`src/rtl/playseq_pkg.sv`:
```
// Shared definitions for the PlaySeq input-conditioning slice: debouncer
// state codes (also shown on hexa7seg) and default parameter values.
package playseq_pkg;

  localparam int N_BOTOES_PADRAO = 4;
  localparam int DEBOUNCE_PADRAO = 50000;

  typedef enum logic [3:0] {
    OCIOSO  = 4'd0,
    FILTRA  = 4'd1,
    ESTAVEL = 4'd2,
    SEGURA  = 4'd3,
    SOLTA   = 4'd4
  } estado_t;

endpackage

```
`src/rtl/playseq_filtro_bit.sv`:
```
// One-bit conditioner: two-flop synchronizer, press/release debouncer and a
// single-cycle pulse on each debounced rising edge.
module playseq_filtro_bit
  import playseq_pkg::*;
#(
  parameter int DEBOUNCE_CICLOS = DEBOUNCE_PADRAO
) (
  input  logic clock,
  input  logic reset,
  input  logic entrada,
  output logic pulso
);

  localparam int            CW      = (DEBOUNCE_CICLOS > 1) ? $clog2(DEBOUNCE_CICLOS) : 1;
  localparam logic [CW-1:0] CNT_FIM = CW'(DEBOUNCE_CICLOS - 1);
  localparam logic [CW-1:0] CNT_UM  = CW'(1);

  logic          sync_p0;
  logic          sync_p1;
  estado_t       estado;
  estado_t       estado_prox;
  logic [CW-1:0] cnt;
  logic          conta;

  // Synchronizer stage: bring the asynchronous key level into the clock domain.
  always_ff @(posedge clock or negedge reset) begin
    if (!reset) begin
      sync_p0 <= 1'b0;
      sync_p1 <= 1'b0;
    end else begin
      sync_p0 <= entrada;
      sync_p1 <= sync_p0;
    end
  end

  // State register.
  always_ff @(posedge clock or negedge reset) begin
    if (!reset) estado <= OCIOSO;
    else        estado <= estado_prox;
  end

  // Next-state logic: filter the press, emit once, then filter the release.
  always_comb begin
    estado_prox = estado;
    conta       = 1'b0;
    case (estado)
      OCIOSO:  if (sync_p1) estado_prox = FILTRA;
      FILTRA: begin
        if (!sync_p1) begin
          estado_prox = OCIOSO;
        end else begin
          conta = 1'b1;
          if (cnt == CNT_FIM) estado_prox = ESTAVEL;
        end
      end
      ESTAVEL: estado_prox = SEGURA;
      SEGURA:  if (!sync_p1) estado_prox = SOLTA;
      SOLTA: begin
        if (sync_p1) begin
          estado_prox = SEGURA;
        end else begin
          conta = 1'b1;
          if (cnt == CNT_FIM) estado_prox = OCIOSO;
        end
      end
      default: estado_prox = OCIOSO;
    endcase
  end

  // Stability counter: restarts on every state change and saturates at the end value.
  always_ff @(posedge clock or negedge reset) begin
    if (!reset) begin
      cnt <= '0;
    end else if (estado_prox != estado) begin
      cnt <= '0;
    end else if (conta && (cnt != CNT_FIM)) begin
      cnt <= cnt + CNT_UM;
    end
  end

  // Output stage: registered pulse for the single ESTAVEL cycle.
  always_ff @(posedge clock or negedge reset) begin
    if (!reset) pulso <= 1'b0;
    else        pulso <= (estado == ESTAVEL);
  end

endmodule

```
`src/rtl/playseq_condicionador_entradas.sv`:
```
// Input conditioning for the PlaySeq top level: synchronizes and debounces
// the play buttons and the jogar key, registers a one-hot play code and
// flags multi-button presses.
module playseq_condicionador_entradas
  import playseq_pkg::*;
#(
  parameter int N_BOTOES        = N_BOTOES_PADRAO,
  parameter int DEBOUNCE_CICLOS = DEBOUNCE_PADRAO
) (
  input  logic                clock,
  input  logic                reset,
  input  logic [N_BOTOES-1:0] botoes_in,
  input  logic                jogar_in,
  output logic [N_BOTOES-1:0] botoes,
  output logic                tem_jogada,
  output logic                jogar,
  output logic                multiplo,
  output logic [3:0]          db_estado
);

  localparam int                  CW      = (DEBOUNCE_CICLOS > 1) ? $clog2(DEBOUNCE_CICLOS) : 1;
  localparam logic [CW-1:0]       CNT_FIM = CW'(DEBOUNCE_CICLOS - 1);
  localparam logic [CW-1:0]       CNT_UM  = CW'(1);
  localparam logic [N_BOTOES-1:0] VEC_UM  = N_BOTOES'(1);

  logic [N_BOTOES-1:0] sync_p0;
  logic [N_BOTOES-1:0] sync_p1;
  logic [N_BOTOES-1:0] cand;
  estado_t             estado;
  estado_t             estado_prox;
  logic [CW-1:0]       cnt;
  logic                conta;
  logic                cand_um_quente;

  // A vector is one-hot when it is nonzero and clearing its lowest set bit leaves zero.
  assign cand_um_quente = (cand != '0) && ((cand & (cand - VEC_UM)) == '0);
  assign db_estado      = estado;

  // Synchronizer stage: two flops per button bit.
  always_ff @(posedge clock or negedge reset) begin
    if (!reset) begin
      sync_p0 <= '0;
      sync_p1 <= '0;
    end else begin
      sync_p0 <= botoes_in;
      sync_p1 <= sync_p0;
    end
  end

  // State register.
  always_ff @(posedge clock or negedge reset) begin
    if (!reset) estado <= OCIOSO;
    else        estado <= estado_prox;
  end

  // Next-state logic: the whole vector must stay unchanged to be accepted.
  always_comb begin
    estado_prox = estado;
    conta       = 1'b0;
    case (estado)
      OCIOSO:  if (sync_p1 != '0) estado_prox = FILTRA;
      FILTRA: begin
        if (sync_p1 != cand) begin
          estado_prox = OCIOSO;
        end else begin
          conta = 1'b1;
          if (cnt == CNT_FIM) estado_prox = ESTAVEL;
        end
      end
      ESTAVEL: estado_prox = SEGURA;
      SEGURA:  if (sync_p1 == '0) estado_prox = SOLTA;
      SOLTA: begin
        if (sync_p1 != '0) begin
          estado_prox = SEGURA;
        end else begin
          conta = 1'b1;
          if (cnt == CNT_FIM) estado_prox = OCIOSO;
        end
      end
      default: estado_prox = OCIOSO;
    endcase
  end

  // Candidate capture and stability counter (restarts on each state change, never wraps).
  always_ff @(posedge clock or negedge reset) begin
    if (!reset) begin
      cand <= '0;
      cnt  <= '0;
    end else begin
      if ((estado == OCIOSO) && (sync_p1 != '0)) cand <= sync_p1;
      if (estado_prox != estado) begin
        cnt <= '0;
      end else if (conta && (cnt != CNT_FIM)) begin
        cnt <= cnt + CNT_UM;
      end
    end
  end

  // Output stage: accept a one-hot play or flag a multi-button press.
  always_ff @(posedge clock or negedge reset) begin
    if (!reset) begin
      botoes     <= '0;
      tem_jogada <= 1'b0;
      multiplo   <= 1'b0;
    end else if (estado == ESTAVEL) begin
      if (cand_um_quente) begin
        botoes     <= cand;
        tem_jogada <= 1'b1;
        multiplo   <= 1'b0;
      end else begin
        tem_jogada <= 1'b0;
        multiplo   <= 1'b1;
      end
    end else begin
      tem_jogada <= 1'b0;
      multiplo   <= 1'b0;
    end
  end

  playseq_filtro_bit #(
    .DEBOUNCE_CICLOS(DEBOUNCE_CICLOS)
  ) u_filtro_jogar (
    .clock  (clock),
    .reset  (reset),
    .entrada(jogar_in),
    .pulso  (jogar)
  );

endmodule

```
`config.mk`:
```
export PLATFORM = sky130hd
export DESIGN_NAME = playseq_condicionador_entradas
export DESIGN_NICKNAME = d
export VERILOG_FILES = /design/src/rtl/playseq_pkg.sv /design/src/rtl/playseq_filtro_bit.sv /design/src/rtl/playseq_condicionador_entradas.sv
export SDC_FILE = /design/constraint.sdc
export NUM_CORES = 1
export LEC_CHECK = 0
export ABC_CLOCK_PERIOD_IN_PS = 1950
export BUFFER_PORTS_ARGS = -buffer_cell sky130_fd_sc_hd__buf_2
export CAP_MARGIN = 20
export CORE_MARGIN = 8
export CORE_UTILIZATION = 40
export CTS_BUF_LIST = sky130_fd_sc_hd__clkbuf_8
export DETAILED_ROUTE_END_ITERATION = 10
export PLACE_DENSITY_LB_ADDON = 0.3
export SYNTH_ARGS = -nofsm -noshare
export SYNTH_HDL_FRONTEND = slang
export SYNTH_SLANG_ARGS = --single-unit
```
`constraint.sdc`:
```
create_clock -name clock -period 1.95 [get_ports clock]
set_input_delay 0.0975 -clock clock [delete_from_list [all_inputs] [get_ports clock]]
set_output_delay 0.0975 -clock clock [all_outputs]
set_load 0.01 [all_outputs]
```
# After elaboration in Yosys (flattened, before gate mapping)

Cells that the tools add are included.

Memories: 0
ROM bits: 0
RAM bits: 0
Word-level logic and storage cells: 73
Flip-flop bits (word level): 61
Bits in latches: 0

Bitwise operators: 1
Shifts and indexed selects: 0
Multiply operators: 0
Add/subtract/negate cells: 3
Magnitude comparators: 0
Mux-type cells: 28
Equality and inequality tests: 15
Reductions and logical operators: 13
Divide/modulo/power cells: 0

Operators with widths:

| kind                    | number |
|---|---|
| $mux W16                | 4 |
| $mux W4                 | 12 |
| $pmux W4 S5             | 2 |
| $add A16 B1 Y16 const B | 2 |
| $eq A16 B16 Y1 const B  | 2 |
| $ne A16 B16 Y1 const B  | 2 |
| $eq A4 B2 Y1 const B    | 4 |
| $logic_not A4 Y1        | 4 |
| $ne A4 B4 Y1            | 3 |
| $eq A4 B1 Y1 const B    | 2 |
| $eq A4 B3 Y1 const B    | 2 |
| $mux W1                 | 8 |
| $reduce_bool A4 Y1      | 2 |
| $and A4 B4 Y4           | 1 |
| $logic_and A1 B1 Y1     | 4 |
| $pmux W1 S2             | 2 |
| $reduce_bool A2 Y1      | 2 |
| $sub A4 B1 Y4 const B   | 1 |
| $reduce_and A2 Y1       | 1 |

# Depth between registers and ports, before layout

Gate-level depths: netlist of run 1.

Word-level depth: 6
Gate-level depth with buffers: 8
Gate-level depth less buffers: 7

# Cells and area by module

Synthesis of run 1 repeated with hierarchy kept, for this count alone.

Cells, all modules: 304
Area, all modules: 3244.4 µm²

Modules (own cells, without submodules):

| module                         | area each (µm²) | cells each | times used |
|---|---|---|---|
| playseq_condicionador_entradas | 1946.9          | 176        | 1 |
| playseq_filtro_bit             | 1297.5          | 128        | 1 |

# Least setup slack after synthesis of run 1

No wires, ideal clock.

Path kind: flip-flop to flip-flop
Start: reg sync_p1[1]
End: reg cnt[0]
Required time: 1.878 ns
Path buffers: 1
Slack: -0.054 ns
Setup time: 0.072 ns
Data arrival time: 1.932 ns
Stages on the path, launching flop included: 8
Path through: dfrtp_1 > nor4_2 > nand3_1 > o21ai_1 > nand2_1 > a221o_1 > clkbuf_1 > nor2_1

Cells in the longest elaborated chain, start to end: 5
Elaborated cells between the ends (all ways): 15
Those cells by class: eq/ne (2); mux (9); reduce/logical (4)

Ends and longest elaborated chain:

| what                                                | RTL line                                                                   | text |
|---|---|---|
| start: declaration                                  | playseq_condicionador_entradas.sv:27                                       | `logic [N_BOTOES-1:0] sync_p1;` |
| start signal: assignment                            | playseq_condicionador_entradas.sv:46                                       | `sync_p1 <= sync_p0;` |
| $ne A4 B4 Y1, or another cell as far along          | playseq_condicionador_entradas.sv:63                                       | `if (sync_p1 != cand) begin` |
| $mux W4, or another cell as far along               | playseq_condicionador_entradas.sv:63                                       |  |
| $pmux W4 S5 or $pmux W1 S2 (tied branches)          | playseq_condicionador_entradas.sv:60                                       | `case (estado)` |
| $ne A4 B4 Y1 or $logic_and A1 B1 Y1 (tied branches) | playseq_condicionador_entradas.sv:91, playseq_condicionador_entradas.sv:93 |  |
| $mux W16 or $reduce_bool A2 Y1 (tied branches)      | -                                                                          |  |
| end signal: assignment                              | playseq_condicionador_entradas.sv:94                                       | `cnt <= cnt + CNT_UM;` |
| end: declaration                                    | playseq_condicionador_entradas.sv:31                                       | `logic [CW-1:0] cnt;` |

Parallel ways exist; a longest one is shown, timed or not.
A chain may end at the register's enable or synchronous reset.

# Worst setup path in the final report of run 1

Start: reg u_filtro_jogar.estado[0]
End: reg u_filtro_jogar.cnt[8]

Cells in the longest elaborated chain, start to end: 5
Elaborated cells between the ends (all ways): 17
Those cells by class: eq/ne (5); mux (9); reduce/logical (3)

Ends and longest elaborated chain:

| what                                           | RTL line                                           | text |
|---|---|---|
| start: declaration                             | playseq_filtro_bit.sv:20                           | `estado_t estado;` |
| start signal: assignment                       | playseq_filtro_bit.sv:39                           | `else estado <= estado_prox;` |
| $mux W4, on equally long branches              | playseq_filtro_bit.sv:63, playseq_filtro_bit.sv:53 |  |
| $mux W4, on equally long branches              | playseq_filtro_bit.sv:59, playseq_filtro_bit.sv:49 |  |
| $pmux W4 S5                                    | playseq_filtro_bit.sv:46                           | `case (estado)` |
| $ne A4 B4 Y1                                   | playseq_filtro_bit.sv:74                           | `end else if (estado_prox != estado) begin` |
| $mux W16 or $reduce_bool A2 Y1 (tied branches) | -                                                  |  |
| end signal: assignment                         | playseq_filtro_bit.sv:77                           | `cnt <= cnt + CNT_UM;` |
| end: declaration                               | playseq_filtro_bit.sv:22                           | `logic [CW-1:0] cnt;` |

Parallel ways exist; a longest one is shown, timed or not.

==> impl_metrics.csv, run 1 <==
group,metric,value,unit
synth,synth_edf_count,0,
sta,period_needed,1.981,ns
setup_path,start_kind,"flop",
detailed_routing,routed_via_density,5.030,
global_route,grt_pass1_vias,2152,
detailed_routing,drc,0,
detailed_routing,drt_pre_antenna_iters,4,
setup_path,cp.arrival,2.25,ns
global_route,grt_use_total,12.05,%
cts,cts_tree,"done",
power_and_ir_drop,vdd.ir_drop.worst,564.5,uV
sta,slew_headroom,65.71,%
setup_path,reg2reg_depth,5,
sta,layout_setup_ws,-0.03115,ns
global_route,antenna_found_initial,0,
synth,synth_seq_cells,61,
sta,finClkSkew,0.01010,ns
global_route,gr-total-overflow,0,
synth,syn_avg_cell_area,10.37,sq um
sta,fmax,504.8,MHz
synth,synth_warnings,0,
placed_design,portBuffers,17,
synth,async_flop_share,100.0,%
cts,clkTransAtPathRegs,0.07,ns
global_route,grt_pass1_wl,9.708,mm
floorplan,start_util,40.67,%
global_route,grt_max_degree,25,
synth,netlist_instances,280,
sta,finalMaxSlewViolations,0,
setup_path,cp_max_fo,7,
cts,cts.path.max_buffers,2,
sta,tns,-0.06401,ns
synth,ys_types,46,
cts,cts_buffers,9,
floorplan,dieArea,10240,sq um
setup_path,critPathRequiredTime,2.22,ns
synth,seq_area_frac_synth,52.59,%
cts,clk_latency,0.34,ns
cts,htreeDepth,3,
sta,fin_crit_sh,101.6,%
synth,yosys.area.top_type,"dfrtp_1",
run_status,status,"finished with violations",
run_status,violations,"negative setup slack",
cts,cts_sinks,61,
worst_hold_path,hp-class,"input pin to async pin",
job,maxCapViolations,0,
placed_design,dp_hpwl,3.864,mm
sta,hold_viol_final,0,
floorplan,die_y,101.2,um
power_and_ir_drop,p_per_area,768.1,nW/um^2
layout,area_growth,23.79,%
power_and_ir_drop,p_leak,0.001558,uW
layout,drive_gt1_share,23.96,%
layout,diodes,0,
sta,worst_slew_pin_slew,0.5143,ns
synth,synthTopCellsByArea,"dfrtp_1 (53%), nor2_1 (4.5%), xor2_1 (4.5%), xnor2_1 (3.6%), nand2_1 (2.8%)",
detailed_routing,wire_per_inst,12.71,um
detailed_routing,vias,2198,
floorplan,chipWidth,101.2,um
sta,setup_viol,4,
detailed_routing,drt-total-wl,5.556,mm
detailed_routing,ant_nets,0,
synth,yosys_most_used_dff,"dfrtp_1",
setup_path,path_class,"flop to flop",
layout,final_nets,342,
detailed_routing,drt_iter0_markers,68,
synth,netlist_area,2903,sq um
sta,rsz0062_at_grt,"yes",
cts,cts-root-buf,"clkbuf_8",
setup_path,crit_path_end_kind,"flop",
floorplan,pin_count,18,
floorplan,design.core.area,7137,sq um
placed_design,gp_congestion,0.8017,
floorplan,rows,31,
synth,synth_top_cell_area_share,52.59,%
layout,post-route-util,50.35,%
cells in the final DEF, fill, tap and decap left out, types with 4 or more instances in the layout:
master,n
dfrtp_1,61
nor2_1,35
buf_4,27
nand2_1,22
buf_2,17
xor2_1,15
a21oi_1,13
nand4_1,13
xnor2_1,12
and3_1,10
o21ai_0,10
clkbuf_8,9
inv_1,7
nor3_1,7
nand3_1,6
or3_1,6
dlygate4sd3_1,6
a22o_1,4
mux2_2,4
registers in the layout, indices dropped and copies added (netlist names):
signal / cells
botoes: 4
cand: 4
cnt: 16
db_estado: 4
multiplo: 1
sync_p0: 4
sync_p1: 4
tem_jogada: 1
u_filtro_jogar.cnt: 16
u_filtro_jogar.estado: 4
u_filtro_jogar.pulso: 1
u_filtro_jogar.sync_p0: 1
u_filtro_jogar.sync_p1: 1
where the power goes:
group,switching [uW],internal (uW)
clock,515,725
sequential,41.8,1290
combinational,98.5,85.2
metrics by stage:
step	worst slack (ns)	power, uW	cell area, sq um	hold slack [ns]	cells
floorplan	0.002361	1450	2920	-0.1981	281
global placement	-0.01518	1531	3286	0.09691	413
detailed placement	-0.05624	1535	3286	0.1011	413
CTS	-0.01624	2785	3576	0.2740	436
global route	-0.1357	2886	3593	0.3222	437
finish	-0.03115	2760	3593	0.2719	437
critical path, cell delays in order (launching register included):
cell	delay [ns]
dfrtp_1	0.40
or3b_4	0.42
a2111oi_4	0.38
nand3_2	0.21
or3_1	0.37
a21oi_2	0.13
layer usage:
metal / global-route usage, % / vias to the layer above / wire length (um)
li1: - / 1103 / -
met1: 14.07 / 1047 / 2622
met2: 19.48 / 39 / 2600
met3: 4.674 / 9 / 240
met4: 4.696 / 0 / 93
met5: 0 / - / 0
final timing paths:
path	startpoint	endpoint	slack [ns]
setup / recovery	u_filtro_jogar.estado[0]	u_filtro_jogar.cnt[8]	-0.03
hold / removal	reset	sync_p1[0]	0.27
setup reg to reg	u_filtro_jogar.estado[0]	u_filtro_jogar.cnt[8]	-0.03
hold reg to reg	sync_p0[1]	sync_p1[1]	0.35
max in group asynchronous	reset	cnt[7]	1.01
min in group clock	sync_p0[1]	sync_p1[1]	0.35
repair_timing:
action	4_1_cts	5_1_grt
hold endpoints to repair	27	0
endpoints found under the setup margin	4	30
resized for setup	0	4
hold buffers	6	0
buffers inserted	1	2
pin swaps	1	6
cloned	0	0
cell type report:
cell class	count	area, sq um
well taps	99	123.9
inverters	7	26.28
fillers	654	3543
multi-input cells	203	1335
flip-flops and latches	61	1526
clock inverters	7	98.84
clock buffers	9	123.9
repair buffers	51	359.1
logic make-up after synthesis:
kind of cell | after synthesis | share of synthesized area (%)
AND/OR/NAND/NOR | 126 | 23.75
flip-flops | 61 | 52.59
AO/OA/AOI/OAI | 41 | 10.43
XOR/XNOR | 27 | 8.147
buffers and inverters | 17 | 2.199
multiplexers | 5 | 1.896
adder cells (fa/ha/maj) | 2 | 0.8619
other | 1 | 0.1292
synthesized netlist by cell type, types with 3 or more instances:
master / n
and3_1: 10
o21ai_0: 10
nand2_1: 22
nor3_1: 7
nor4b_1: 3
nand3_1: 6
clkbuf_1: 10
nor3_2: 3
a22o_1: 4
a21oi_1: 14
mux2_2: 4
dfrtp_1: 61
nand4_1: 13
xor2_1: 15
inv_1: 7
xnor2_1: 12
nor2_1: 35
or3_1: 6
Power figures use the tool's default switching activity.
==> inputs of run 2 (changes only) <==
--- a/config.mk
+++ b/config.mk
@@ -6,13 +6,14 @@
 export NUM_CORES = 1
 export LEC_CHECK = 0
 export ABC_CLOCK_PERIOD_IN_PS = 1950
-export BUFFER_PORTS_ARGS = -buffer_cell sky130_fd_sc_hd__buf_2
+export BUFFER_PORTS_ARGS = -buffer_cell sky130_fd_sc_hd__buf_4
 export CAP_MARGIN = 20
-export CORE_MARGIN = 8
+export CORE_MARGIN = 2
 export CORE_UTILIZATION = 40
 export CTS_BUF_LIST = sky130_fd_sc_hd__clkbuf_8
 export DETAILED_ROUTE_END_ITERATION = 10
 export PLACE_DENSITY_LB_ADDON = 0.3
+export SKIP_LAST_GASP = 1
 export SYNTH_ARGS = -nofsm -noshare
 export SYNTH_HDL_FRONTEND = slang
 export SYNTH_SLANG_ARGS = --single-unit
==> impl_metrics.csv, run 2 (synthesized netlist as in run 1, its figures left out) <==
group,metric,value,unit
setup_path,critPathBufInv,0,
global_route,grt_pass1_vias,2187,
power_and_ir_drop,p_leak,0.001584,uW
layout,layout.cells.non_filler,441,
sta,fmax,516.0,MHz
sta,whs,0.3490,ns
layout,post-route-util,51.68,%
setup_path,path_class,"flop to flop",
sta,setup_viol,0,
global_route,gr-total-overflow,0,
global_route,grt_pass1_wl,9.867,mm
layout,top_regs,"cnt (16), u_filtro_jogar.cnt (16)",
job,maxCapViolations,0,
setup_path,critPathRequiredTime,2.21,ns
cts,cts.path.max_buffers,2,
cts,clkTransAtPathRegs,0.07,ns
setup_path,cp_cell_sequence,"or3b_4 > a2111oi_4 > nand3_2 > or3_1 > a21oi_1",
cts,cts-root-buf,"clkbuf_8",
sta,finClkSkew,0.009373,ns
cts,clk_latency,0.33,ns
floorplan,design.core.area,7137,sq um
floorplan,start_util,40.67,%
setup_path,start_kind,"flop",
floorplan,chipWidth,89.19,um
layout,diodes,0,
detailed_routing,drt_iter0_markers,85,
placed_design,gp_congestion,0.8661,
setup_path,cpPeakStageDelay,0.42,ns
power_and_ir_drop,vdd.ir_drop.worst,473.3,uV
layout,final_cell_mix,"dfrtp_1 (59), buf_4 (49), nor2_1 (35), nand2_1 (22), xor2_1 (15)",
layout,drive_gt1_share,26.32,%
setup_path,reg2reg_depth,5,
sta,period_needed,1.938,ns
worst_hold_path,hp-class,"flop to flop",
cts,cts_sinks,61,
sta,slew_headroom,49.31,%
setup_path,crit_path_end_kind,"flop",
sta,hold_viol_final,0,
placed_design,dpl.cell_count,412,
global_route,grt_max_degree,62,
setup_path,reg2reg_slack,0.01,ns
setup_path,slowest_stage,"or3b_4",
setup_path,cp_max_fo,7,
detailed_routing,drc,0,
detailed_routing,wire_per_inst,12.69,um
sta,layout_setup_ws,0.01216,ns
setup_path,r2r-start,"u_filtro_jogar.estado[0]",
detailed_routing,drt_pre_antenna_iters,4,
layout,final_nets,346,
worst_hold_path,hold_path.startpoint,"sync_p0[3]",
cts,htreeDepth,3,
floorplan,rows,31,
power_and_ir_drop,p_per_area,751.3,nW/um^2
worst_hold_path,hold_path_end,"sync_p1[3]",
sta,worst_slew_pin_slew,0.7603,ns
floorplan,dieArea,7954,sq um
setup_path,path_delay_family,"simple AND/OR/NAND/NOR gates",
worst_hold_path,whs_path_depth,0,
layout,fill_cells,652,
detailed_routing,drt-total-wl,5.598,mm
setup_path,cp.arrival,2.20,ns
sta,fin_crit_sh,99.38,%
cts,cts_tree,"done",
layout,mostFrequentLayoutCell,"dfrtp_1",
sta,rsz0062_at_grt,"yes",
setup_path,r2r_end,"u_filtro_jogar.cnt[8]",
placed_design,portBuffers,17,
placed_design,dp_hpwl,3.721,mm
cts,cts_buffers,9,
placed_design,pre_cts_ws,-0.05766,ns
floorplan,die_y,89.19,um
run_status,status,"finished, final reports clean",
global_route,grt_use_total,16.13,%
detailed_routing,vias,2224,
sta,finalMaxSlewViolations,0,
detailed_routing,routed_via_density,5.043,
global_route,antenna_found_initial,0,
layout,area_growth,27.07,%
floorplan,pin_count,18,
detailed_routing,ant_nets,0,
run 2: cell count changes in the layout (fill, tap and decap cells not counted), sizes merged:
cell and delta:
clkbuf +1, inv -1, buf +4
run 2: worst max path at each step:
stage / startpoint / endpoint / slack [ns] / cells after the start
after floorplan: u_filtro_jogar.estado[2] / u_filtro_jogar.cnt[9] / 0.002 / 5
after global placement: u_filtro_jogar.estado[0] / u_filtro_jogar.cnt[9] / -0.02 / 5
after detailed placement: u_filtro_jogar.estado[0] / u_filtro_jogar.cnt[9] / -0.06 / 5
after CTS: u_filtro_jogar.estado[0] / u_filtro_jogar.cnt[8] / -0.05 / 5
after global routing: u_filtro_jogar.estado[0] / u_filtro_jogar.cnt[8] / -0.09 / 5
final: u_filtro_jogar.estado[0] / u_filtro_jogar.cnt[8] / 0.01 / 5
run 2: stage by stage:
| step | instance area (sq um) | power, uW | TNS [ns] |
|---|---|---|---|
| final | 3689 | 2771 | 0 |
| after global placement | 3321 | 1539 | -0.02427 |
| after detailed placement | 3321 | 1545 | -0.1085 |
| after CTS | 3620 | 2812 | -0.1613 |
| after global routing | 3689 | 2919 | -0.6122 |
| after floorplan | 2920 | 1450 | 0 |
run 2: power breakdown:
group          leakage [uW]  switching [uW]  total [uW]  internal [uW]
clock              0.000112             479        1230            751
combinational      0.000659             110         207           97.1
sequential         0.000813            36.6        1330           1300
run 2: metal layers:
metal | part of all wire (%) | wire, um | GRT usage, %
met1 | 47 | 2604 | 20.14
met2 | 50 | 2790 | 26.80
met3 | 2.9 | 163 | 4.432
met4 | 0.71 | 40 | 5.970
met5 | 0 | 0 | 0
run 2: worst register-to-register path, stage by stage (launching register included):
cell and delay [ns]:
dfrtp_1 0.38, or3b_4 0.42, a2111oi_4 0.39, nand3_2 0.20
or3_1 0.34, a21oi_1 0.15
run 2: cell type report:
class / instances / area, sq um / share of cell area, %
well taps: 99 / 123.9 / 3.358
clock buffers: 10 / 137.6 / 3.731
inverters: 7 / 26.28 / 0.7123
flip-flops and latches: 61 / 1529 / 41.45
multi-input cells: 203 / 1358 / 36.80
repair buffers: 55 / 427.9 / 11.60
clock inverters: 6 / 86.33 / 2.341
run 2: what timing repair did:
action	4_1_cts	5_1_grt
setup buffers	2	5
hold endpoints to repair	66	0
setup endpoints to repair	4	29
hold buffers	6	0
pin swaps	3	10
resized for setup	0	9
==> inputs of run 3 (changes only) <==
--- a/config.mk
+++ b/config.mk
@@ -5,7 +5,7 @@
 export SDC_FILE = /design/constraint.sdc
 export NUM_CORES = 1
 export LEC_CHECK = 0
-export ABC_CLOCK_PERIOD_IN_PS = 1950
+export ABC_CLOCK_PERIOD_IN_PS = 2100
 export BUFFER_PORTS_ARGS = -buffer_cell sky130_fd_sc_hd__buf_4
 export CAP_MARGIN = 20
 export CORE_MARGIN = 2
@@ -13,6 +13,7 @@
 export CTS_BUF_LIST = sky130_fd_sc_hd__clkbuf_8
 export DETAILED_ROUTE_END_ITERATION = 10
 export PLACE_DENSITY_LB_ADDON = 0.3
+export RECOVER_POWER = 50
 export SKIP_LAST_GASP = 1
 export SYNTH_ARGS = -nofsm -noshare
 export SYNTH_HDL_FRONTEND = slang
==> constraint.sdc (replaced) <==
create_clock -name clock -period 2.1 [get_ports clock]
set_input_delay 0.105 -clock clock [delete_from_list [all_inputs] [get_ports clock]]
set_output_delay 0.105 -clock clock [all_outputs]
set_load 0.01 [all_outputs]
==> impl_metrics.csv, run 3 (synthesized netlist as in run 1, its figures left out) <==
group,metric,value,unit
run_status,status,"finished, final reports clean",
setup_path,reg2reg_slack,0.08,ns
cts,cts_buffers,9,
power_and_ir_drop,p_per_area,697.3,nW/um^2
setup_path,r2r_end,"u_filtro_jogar.cnt[8]",
global_route,antenna_found_initial,0,
power_and_ir_drop,p_sw,583.0,uW
sta,hold_viol_final,0,
cts,cts_tree,"done",
setup_path,cp_max_fo,5,
layout,layout.cells.non_filler,432,
layout,diodes,0,
power_and_ir_drop,p_int,1895,uW
detailed_routing,drt_pre_antenna_iters,4,
setup_path,start_kind,"flop",
sta,fin_crit_sh,96.13,%
floorplan,die_y,89.19,um
sta,worst_slew_pin_slew,1.425,ns
sta,slew_headroom,4.975,%
detailed_routing,ant_nets,0,
placed_design,portBuffers,17,
global_route,grt_max_degree,62,
setup_path,path_class,"flop to flop",
floorplan,rows,31,
detailed_routing,wire_per_inst,12.60,um
global_route,grt_pass1_vias,2147,
cts,cts-root-buf,"clkbuf_8",
sta,period_needed,2.019,ns
layout,post-route-util,49.79,%
power_and_ir_drop,pwr-share-comb,6.9,%
detailed_routing,drc,0,
power_and_ir_drop,swShare,23.53,%
worst_hold_path,hp-class,"flop to flop",
floorplan,chipWidth,89.19,um
placed_design,gp_congestion,0.8809,
job,maxCapViolations,0,
cts,clkTransAtPathRegs,0.07,ns
detailed_routing,vias,2189,
cts,cts.path.max_buffers,2,
detailed_routing,drt_iter0_markers,83,
setup_path,crit_path_end,"u_filtro_jogar.cnt[8]",
layout,fill_cells,669,
floorplan,start_util,40.67,%
detailed_routing,drt-total-wl,5.444,mm
placed_design,dpl.cell_count,403,
setup_path,crit_start,"u_filtro_jogar.sync_p1",
placed_design,dp_hpwl,3.677,mm
cts,clk_latency,0.33,ns
sta,setup_viol,0,
setup_path,cp_cell_sequence,"or3b_4 > a2111oi_4 > nand3_2 > or3_1 > a21oi_1",
setup_path,reg2reg_depth,5,
cts,htreeDepth,3,
setup_path,critPathRequiredTime,2.35,ns
sta,finClkSkew,0.007302,ns
power_and_ir_drop,p_leak,0.001496,uW
floorplan,dieArea,7954,sq um
sta,rsz0062_at_grt,"yes",
layout,drive_gt1_share,20.72,%
setup_path,slowest_stage,"a2111oi_4",
power_and_ir_drop,total_power,2478,uW
power_and_ir_drop,power_frac_seq,50.0,%
setup_path,r2r-start,"u_filtro_jogar.sync_p1",
sta,fmax,495.4,MHz
floorplan,pin_count,18,
sta,layout_setup_ws,0.08123,ns
setup_path,cpPeakStageDelay,0.45,ns
layout,top_regs,"cnt (16), u_filtro_jogar.cnt (16)",
layout,area_growth,22.41,%
global_route,grt_pass1_wl,9.756,mm
power_and_ir_drop,clock_power_share,43.0,%
floorplan,design.core.area,7137,sq um
global_route,gr-total-overflow,0,
layout,final_nets,337,
cts,cts_sinks,61,
placed_design,pre_cts_ws,-0.006839,ns
layout,mostFrequentLayoutCell,"dfrtp_1",
detailed_routing,routed_via_density,5.067,
sta,finalMaxSlewViolations,0,
layout,final_cell_mix,"dfrtp_1 (61), nor2_1 (35), buf_4 (26), nand2_1 (22), xor2_1 (15)",
power_and_ir_drop,vdd.ir_drop.worst,306.9,uV
global_route,grt_use_total,15.78,%
setup_path,crit_path_end_kind,"flop",
setup_path,cp.arrival,2.27,ns
## run 3: metal layers
metal / GRT usage (%) / vias to the layer above / part of all wire, % / wire, um
li1: - / 1088 / - / -
met4: 5.699 / 0 / 1.0 / 57
met3: 4.709 / 6 / 3.2 / 174
met2: 25.32 / 25 / 48 / 2599
met5: 0 / - / 0 / 0
met1: 20.32 / 1070 / 48 / 2613
## run 3: layout make-up
class / instances / area [sq um] / area share [%]
repair buffers: 46 / 335.3 / 9.437
clock inverters: 5 / 58.81 / 1.655
inverters: 7 / 26.28 / 0.7394
clock buffers: 11 / 151.4 / 4.261
multi-input cells: 203 / 1331 / 37.46
flip-flops and latches: 61 / 1526 / 42.96
well taps: 99 / 123.9 / 3.486
## run 3: stage by stage
stage | hold WS (ns) | setup TNS [ns] | cell area, sq um
after floorplan | -0.1906 | 0 | 2907
after global placement | 0.2152 | 0 | 3241
after detailed placement | 0.2155 | -0.006839 | 3241
after CTS | 0.3503 | 0 | 3511
after global routing | 0.3565 | -0.1355 | 3553
final | 0.3487 | 0 | 3553
## run 3: critical path: cells and delay by family (launching register included)
kind	cells	cell delay, ns
flip-flops	1	0.38
AO/OA/AOI/OAI	2	0.60
AND/OR/NAND/NOR	3	0.97
## run 3: worst min-delay path by stage
stage | startpoint | to | slack (ns) | cells after the start
floorplan | reset | botoes[0] | -0.19 | 0
global placement | reset | u_filtro_jogar.estado[3] | 0.22 | 1
detailed placement | botoes_in[2] | sync_p0[2] | 0.22 | 1
CTS | sync_p0[3] | sync_p1[3] | 0.35 | 0
global route | sync_p0[3] | sync_p1[3] | 0.36 | 0
finish | sync_p0[3] | sync_p1[3] | 0.35 | 0
## run 3: timing repair
item,in CTS,in global routing
gates resized for setup,0,6
pin swaps,1,5
gates cloned,0,0
endpoints found under the setup margin,1,9
hold buffers,6,0
buffers inserted,0,7
endpoints found under the hold margin,66,0
## run 3: power groups by stage
stage	sequential, uW	clock [uW]	combinational, uW
finish	1240	1070	172
global route	1240	1160	195
CTS	1240	1100	172
detailed placement	1260	0	162
global placement	1260	0	159
floorplan	1250	0	89.4
